## config.mk

```make
export PLATFORM = sky130hd
export DESIGN_NAME = rvga_mem_initiator
export DESIGN_NICKNAME = d
export VERILOG_FILES = /design/src/rtl/rvga_mem_initiator.sv
export SDC_FILE = /design/constraint.sdc
export NUM_CORES = 1
export LEC_CHECK = 0
export BUFFER_PORTS_ARGS = -buffer_cell sky130_fd_sc_hd__buf_2
export CORE_ASPECT_RATIO = 1.4
export CORE_MARGIN = 3
export CORE_UTILIZATION = 41
export DETAILED_ROUTE_END_ITERATION = 8
export PLACE_DENSITY_LB_ADDON = 0.2
export SYNTH_ARGS = -nofsm -noshare
export SYNTH_HDL_FRONTEND = slang
export SYNTH_SLANG_ARGS = --single-unit
```

## constraint.sdc

```tcl
create_clock -name clk_i -period 1.4 [get_ports clk_i]
set_input_delay 0.07 -clock clk_i [delete_from_list [all_inputs] [get_ports clk_i]]
set_output_delay 0.07 -clock clk_i [all_outputs]
set_load 0.01 [all_outputs]
```

## src/rtl/rvga_mem_initiator.sv

```systemverilog
// Single-outstanding load/store initiator for the rvga memory port.
// Define RVGA_MEM_TIMEOUT_EN to abort a REQ that sees no mem_resp_v_i within timeout_p cycles.
module rvga_mem_initiator #(
  parameter int unsigned word_width_p = 32,
  parameter int unsigned timeout_p    = 1024
) (
  input  logic                    clk_i,
  input  logic                    rst_i,
  input  logic                    req_v_i,
  input  logic                    req_we_i,
  input  logic [word_width_p-1:0] req_addr_i,
  input  logic [word_width_p-1:0] req_data_i,
  output logic                    req_ready_o,
  output logic                    mem_r_v_o,
  output logic                    mem_w_v_o,
  output logic [word_width_p-1:0] mem_addr_o,
  output logic [word_width_p-1:0] mem_data_o,
  input  logic [word_width_p-1:0] mem_data_i,
  input  logic                    mem_resp_v_i,
  output logic                    resp_v_o,
  output logic [word_width_p-1:0] resp_data_o,
  output logic                    resp_err_o,
  input  logic                    resp_yumi_i
);

  typedef enum logic [1:0] {IDLE, REQ, DONE} state_e;

  state_e                  r_state;
  logic                    r_we;
  logic [word_width_p-1:0] r_addr;
  logic [word_width_p-1:0] r_wdata;
  logic [word_width_p-1:0] r_rdata;
  logic                    r_err;
  logic                    r_ready;
  logic                    r_mem_r_v;
  logic                    r_mem_w_v;
  logic                    r_resp_v;

`ifdef RVGA_MEM_TIMEOUT_EN
  localparam int unsigned CNT_W = $clog2(timeout_p + 1);
  logic [CNT_W-1:0] r_cnt;
  logic [CNT_W-1:0] w_cnt_next;
  logic             w_expire;

  assign w_cnt_next = r_cnt + 1'b1;
  // Expiry fires on the edge that would bring the count to timeout_p.
  assign w_expire   = (w_cnt_next == CNT_W'(timeout_p));
`endif

  always_ff @(posedge clk_i) begin
    if (rst_i) begin
      r_state   <= IDLE;
      r_we      <= 1'b0;
      r_addr    <= '0;
      r_wdata   <= '0;
      r_rdata   <= '0;
      r_err     <= 1'b0;
      r_ready   <= 1'b1;
      r_mem_r_v <= 1'b0;
      r_mem_w_v <= 1'b0;
      r_resp_v  <= 1'b0;
`ifdef RVGA_MEM_TIMEOUT_EN
      r_cnt     <= '0;
`endif
    end else begin
      case (r_state)
        IDLE: begin
          if (req_v_i) begin
            r_we    <= req_we_i;
            r_addr  <= req_addr_i;
            r_wdata <= req_data_i;
            r_rdata <= '0;
            r_ready <= 1'b0;
            if (req_addr_i[1:0] != 2'b00) begin
              r_state  <= DONE;
              r_err    <= 1'b1;
              r_resp_v <= 1'b1;
            end else begin
              r_state   <= REQ;
              r_err     <= 1'b0;
              r_mem_r_v <= ~req_we_i;
              r_mem_w_v <= req_we_i;
`ifdef RVGA_MEM_TIMEOUT_EN
              r_cnt     <= '0;
`endif
            end
          end
        end
        REQ: begin
          // A response in the expiry cycle takes priority over the timeout.
          if (mem_resp_v_i) begin
            r_rdata   <= r_we ? '0 : mem_data_i;
            r_mem_r_v <= 1'b0;
            r_mem_w_v <= 1'b0;
            r_resp_v  <= 1'b1;
            r_state   <= DONE;
          end
`ifdef RVGA_MEM_TIMEOUT_EN
          else if (w_expire) begin
            r_rdata   <= '0;
            r_err     <= 1'b1;
            r_mem_r_v <= 1'b0;
            r_mem_w_v <= 1'b0;
            r_resp_v  <= 1'b1;
            r_state   <= DONE;
          end else begin
            r_cnt <= w_cnt_next;
          end
`endif
        end
        DONE: begin
          if (resp_yumi_i) begin
            r_resp_v <= 1'b0;
            r_ready  <= 1'b1;
            r_state  <= IDLE;
          end
        end
        default: begin
          r_state   <= IDLE;
          r_ready   <= 1'b1;
          r_mem_r_v <= 1'b0;
          r_mem_w_v <= 1'b0;
          r_resp_v  <= 1'b0;
        end
      endcase
    end
  end

  assign req_ready_o = r_ready;
  assign mem_r_v_o   = r_mem_r_v;
  assign mem_w_v_o   = r_mem_w_v;
  assign mem_addr_o  = r_addr;
  assign mem_data_o  = r_wdata;
  assign resp_v_o    = r_resp_v;
  assign resp_data_o = r_rdata;
  assign resp_err_o  = r_err;

endmodule
```

Yosys cells after proc, flatten, opt, wreduce, memory -nomap -nowiden
Cells that the tools add are included.
{"block": "totals", "wordCells": 54, "register_bits": 104}
{"block": "op_classes", "n_reduce_logical": 9, "n_mux": 25, "bitwise": 3, "n_eq_ne": 7}
{"op": "2-to-1 mux 32 bit", "n": 3}
{"op": "one-hot mux 32 bit (2 select lines)", "n": 1}
{"op": "2-to-1 mux 1 bit", "n": 12}
{"op": "one-hot mux 1 bit (3 select lines)", "n": 4}
{"op": "!= test 2 bit, second input constant", "n": 5}
{"op": "AND reduction 3 bit", "n": 3}
{"op": "2-to-1 mux 2 bit", "n": 4}
{"op": "AND reduction 4 bit", "n": 2}
{"op": "one-hot mux 2 bit (3 select lines)", "n": 1}
{"op": "nonzero test 2 bit", "n": 2}
{"op": "inverter 1 bit", "n": 3}
{"op": "== test 2 x 1 -> 1 bit, second input constant", "n": 1}
{"op": "== test 2 bit, second input constant", "n": 1}
{"op": "logical NOT 2 bit", "n": 1}
{"op": "AND reduction 2 bit", "n": 1}

Logic depth before layout (Yosys ltp)
{"block": "logic_depth", "depth_word": 4, "mapped_depth": 6}

Worst setup path before layout
OpenSTA, ideal clock, no wires.
{"block": "synth_path", "path_kind": "flip-flop to flip-flop", "from": "reg r_state[0]", "to": "reg r_addr[13], in the netlist mem_addr_o[13]", "arrival_ns": 1.206, "path_slack_ns": 0.061, "path_buffers": 3, "path_stages_with_launch": 7, "cell_sequence": "dfxtp_1 buf_2 or3b_1 buf_6 buf_6 nand2_1 a21oi_1"}
{"block": "synth_between", "elab_chain_cells": 2}
{"element": "from (decl)", "line_no": "28", "text": "state_e r_state;"}
{"element": "from (signal assigned)", "line_no": "52", "text": "r_state <= IDLE;"}
{"element": "from (signal assigned)", "line_no": "75", "text": "r_state <= DONE;"}
{"element": "from (signal assigned)", "line_no": "79", "text": "r_state <= REQ;"}
{"element": "logical NOT 2 bit", "line_no": "66", "text": "case (r_state)"}
{"element": "AND reduction 2 bit (no line)"}
{"element": "to (signal assigned)", "line_no": "70", "text": "r_addr <= req_addr_i;"}
{"element": "to (decl)", "line_no": "30", "text": "logic [word_width_p-1:0] r_addr;"}
No other way between the ends.
A chain may end at the register's enable or synchronous reset.

Worst setup path in the final report
{"block": "layout_path", "from": "reg r_state[1]", "to": "reg r_mem_r_v, in the netlist mem_r_v_o"}
{"block": "layout_between", "elab_chain_cells": 3, "word_cells_on_any_way": 9}
{"element": "== test 2 x 1 -> 1 bit, or another cell as far along", "line_no": "66"}
{"element": "!= test 2 bit (no line) / inverter 1 bit (equally long branches)"}
{"element": "AND reduction 4 bit (no line)"}
{"element": "to (signal assigned)", "line_no": "81", "text": "r_mem_r_v <= ~req_we_i;"}
{"element": "to (decl)", "line_no": "35", "text": "logic r_mem_r_v;"}
Parallel ways exist; a longest one is shown, timed or not.

==> run summary <==
In this run the vertical extent of the chip is 123 µm. Leaving out fill and tap cells, the most frequent cells in the layout are buf_2 (202), nand2_1 (163), dfxtp_1 (102). Routability-driven placement finished with a final weighted congestion of 0.754. The run gives 0.371 as the met2 routing resource usage after global routing. For the total global routing track utilization, the log shows 0.216. The final standard cell count with taps included and fillers excluded is 862, and the share of Yosys cell area claimed by the top area cell type is 0.522.

The net count reported at finish is 854, and the number of clock sinks is 104. The tools report the placeable core region as 0.00923 mm². The internal portion of the total power is 0.00553 W. The kind of capture point of the worst setup path is a flop. The tools report the maximum vdd drop as 0.622 mV. The HPWL reported at the end of detailed placement was 7290 µm; the number of nets produced by synthesis was 558.

The worst setup path is launched from a flop. The tools report the insertion delay of the later-clocked pin in the worst-skew pair as 0.34 ns. The layout has 676 filler cells. The largest fanout of any net on the critical path came out at 7.

The final hold violation count was 0. The die is 89.3 µm wide. The worst-case clock buffer depth came out at 2. Sorting the synthesized cells by area gives the leading types as dfxtp_1 (52%), nand2_1 (15%), a21oi_1 (8.3%). The net switching fraction of the power is 0.248. After the first detailed-routing iteration, the DRC count stood at 194.

Data on the critical path is required at its endpoint by 1.66 ns. Relative slew slack: 0.721. Via count of the first global-routing pass: 4058. The met3 demand-to-capacity share in global routing is 0.0692, and the die area is 0.0110 mm².

The signed area change from the synthesized netlist to the final layout was 63.1%; the number of nets still failing antenna checks after routing was 0. The combinational fraction of design power is 0.208, and the number of distinct library cells after synthesis is 27. The slowest cell on the critical path is or4b_1.

The starting utilization of the core area was 0.432. TritonCTS built the clock tree. Global routing finished with a remaining overflow of 0. The longest individual stage delay on the worst path came out at 0.53 ns. Dividing the detail-routed via count by the number of cells gives 4.82.

The logs give 0.441 for the sequential share of power and 456 for the number of instances in the synthesized netlist. Clock root buffer: clkbuf_16. The run gives 0 as the initial antenna violation count.

For the pin with the worst max-slew slack, the measured transition is 0.418 ns. The run finished with clean final reports. Largest area contributor in the synthesized netlist: dfxtp_1. The path depth of the worst reg2reg path is 4.

For the met1 usage in global routing, the log shows 0.241. The fraction of the core area covered by cells at the end of the flow was 0.704. The setup slack of the most critical reg-to-reg path is 0.04 ns. The pre-antenna-repair detailed-routing pass consisted of 4 iterations. The multi-input gate area in the final layout came out at 0.00168 mm². The H-tree was split into 3 levels.

The maximum achievable frequency is 736 MHz. The worst register-to-register path begins at r_state[1]. The critical path starts at r_state[1]. Category of the critical setup timing path: flop to flop. Summed over all nets, the switching power comes to 0.00183 W.

The register area was 0.00208 mm². The minimum clock period is 1.36 ns, and the total negative slack for setup checks is 0 ns. After clock tree synthesis, the clock-pin slew on the worst setup and hold paths is 0.06 ns.

The average wire per cell in the routed design is 14.6 µm. In this run the tool buffered the top-level ports with 202 buffer cells. The number of CTS-inserted buffers is 9, and the cell area power density is 1130 mW/mm². For the maximum number of pins on one net before global-route repair, the log shows 66. Data arrival at the endpoint of the critical path: 1.62 ns. In this run, placement finished with an instance count of 744. The run gives 0.351 as the clock network fraction of design power.

Walking the worst path, the cells encountered are buf_4 -> or4b_1 -> o31ai_1 -> o2bb2ai_1. The total count of max-transition violations in the final report is 0, and the cell area after synthesis is 0.00399 mm². For this block, the via count after detailed routing is 4159. In the routed design, unresolved DRC markers number 0. Most common cell after layout, fill and taps aside: buf_2. A synthesized cell averages 8.74 µm². The run gives 12600 µm as the total wirelength of the detailed-routed design. The min-delay analysis places its worst path in the category input port to flop.

The final number of setup-violating endpoints came out at 0. The clock skew is 0.00624 ns. Global routing's busiest layer: met2. The global-route wire length before repair was 18600 µm; the number of top-level design ports was 203.

The portion of the clock cycle consumed by the worst path in the final layout works out to 0.971. The worst register-to-register path ends at mem_r_v_o. The number of antenna repair diodes was 0. The run gives 0.522 as the fraction of the yosys area taken by sequential cells.

For the count of maximum capacitance violations, the log shows 0. The synthesized flop and latch total was 104; the Yosys warning count was 0. Setup repair after global routing could not meet its margin everywhere. End point of the critical path: mem_r_v_o. The analysis attributes to cell leakage a power of 3.01 nW. The fraction of final layout cells sized beyond drive strength 1 is 0.322, and the count of standard-cell rows is 41.
[critical path: cells and delay by family (launching register included)]
kind / cells / cell delay [ns]
buffers and inverters: 1 / 0.16
flip-flops: 1 / 0.33
AO/OA/AOI/OAI: 2 / 0.27
AND/OR/NAND/NOR: 1 / 0.53
[Yosys cell counts]
cell type / count
nor4b_1: 1
nor4b_4: 1
o31ai_1: 1
nor3b_4: 1
or3b_1: 1
nor2b_1: 1
clkbuf_1: 12
nand3b_1: 1
a21oi_1: 66
a211oi_1: 2
nor2_1: 2
o2bb2ai_1: 2
o32ai_1: 1
a21oi_4: 1
buf_4: 5
or4b_1: 1
dfxtp_1: 104
mux2i_1: 32
o21ai_0: 1
nor3_1: 1
o21a_1: 2
nor3b_1: 1
nand2_1: 163
buf_6: 10
buf_2: 7
nand2b_1: 35
inv_1: 1
[sequential cells by signal, summed over array words and instances, names as in the netlist]
name and count:
mem_data_o 32, req_ready_o 1, r_we 1, mem_w_v_o 1, mem_addr_o 32, resp_err_o 1
resp_data_o 32, mem_r_v_o 1, r_state 2, resp_v_o 1
[power groups by stage]
| stage | registers [W] | clock network [W] | logic (W) |
|---|---|---|---|
| 5_1_grt | 0.00326 | 0.00280 | 0.00167 |
| 6_report | 0.00325 | 0.00258 | 0.00153 |
| 2_1_floorplan | 0.00339 | 0 | 0.000641 |
| 3_3_place_gp | 0.00330 | 0 | 0.00115 |
| 4_1_cts | 0.00324 | 0.00267 | 0.00138 |
| 3_5_place_dp | 0.00331 | 0 | 0.00117 |
[routing by layer]
metal	wire [µm]	vias up
met5	0	-
met4	361	0
met3	858	32
met2	6490	164
met1	4870	1902
li1	-	2061
[stage by stage]
| stage | hold WS (ns) | total power, W | setup slack (ns) | cell area, µm² |
|---|---|---|---|---|
| floorplan | 0.158 | 0.00403 | 0.0613 | 3990 |
| global placement | 0.277 | 0.00445 | 0.0568 | 5060 |
| detailed placement | 0.278 | 0.00447 | 0.0177 | 5060 |
| CTS | 0.0788 | 0.00729 | -0.000369 | 6340 |
| global route | 0.0902 | 0.00773 | -0.0177 | 6500 |
| finish | 0.0770 | 0.00736 | 0.0406 | 6500 |
[logic make-up after synthesis]
group | count (synthesis) | synth area share
buffers and inverters | 35 | 0.0587
multiplexers | 32 | 0.0804
AND/OR/NAND/NOR | 209 | 0.234
flip-flops | 104 | 0.522
AO/OA/AOI/OAI | 76 | 0.104
[final cells by class]
type                            instances  share of cell area
Timing Repair Buffer                  319               0.352
Sequential cell                       104               0.321
Multi-Input combinational cell        317               0.258
Clock buffer                           10              0.0368
Tap cell                              107              0.0206
Clock inverter                          4              0.0108
Inverter                                1            0.000577
[how the worst min path moves through the flow]
stage | startpoint | to | slack, ns | cells past startpoint
after detailed placement | req_we_i | mem_r_v_o | 0.28 | 2
after floorplan | req_we_i | mem_r_v_o | 0.16 | 1
final | resp_yumi_i | r_state[1] | 0.08 | 3
after global placement | req_we_i | mem_r_v_o | 0.28 | 2
after CTS | resp_yumi_i | r_state[1] | 0.08 | 3
after global routing | rst_i | r_state[0] | 0.09 | 2
[timing repair]
| item | in CTS | in global routing |
|---|---|---|
| resized for setup | 0 | 10 |
| setup endpoints to repair | 1 | 63 |
| setup buffers | 0 | 2 |
| hold endpoints to repair | 99 | 0 |
| pin swaps | 0 | 2 |
| hold buffers | 97 | 0 |
| gates cloned | 0 | 5 |
Power figures use the tool's default switching activity.
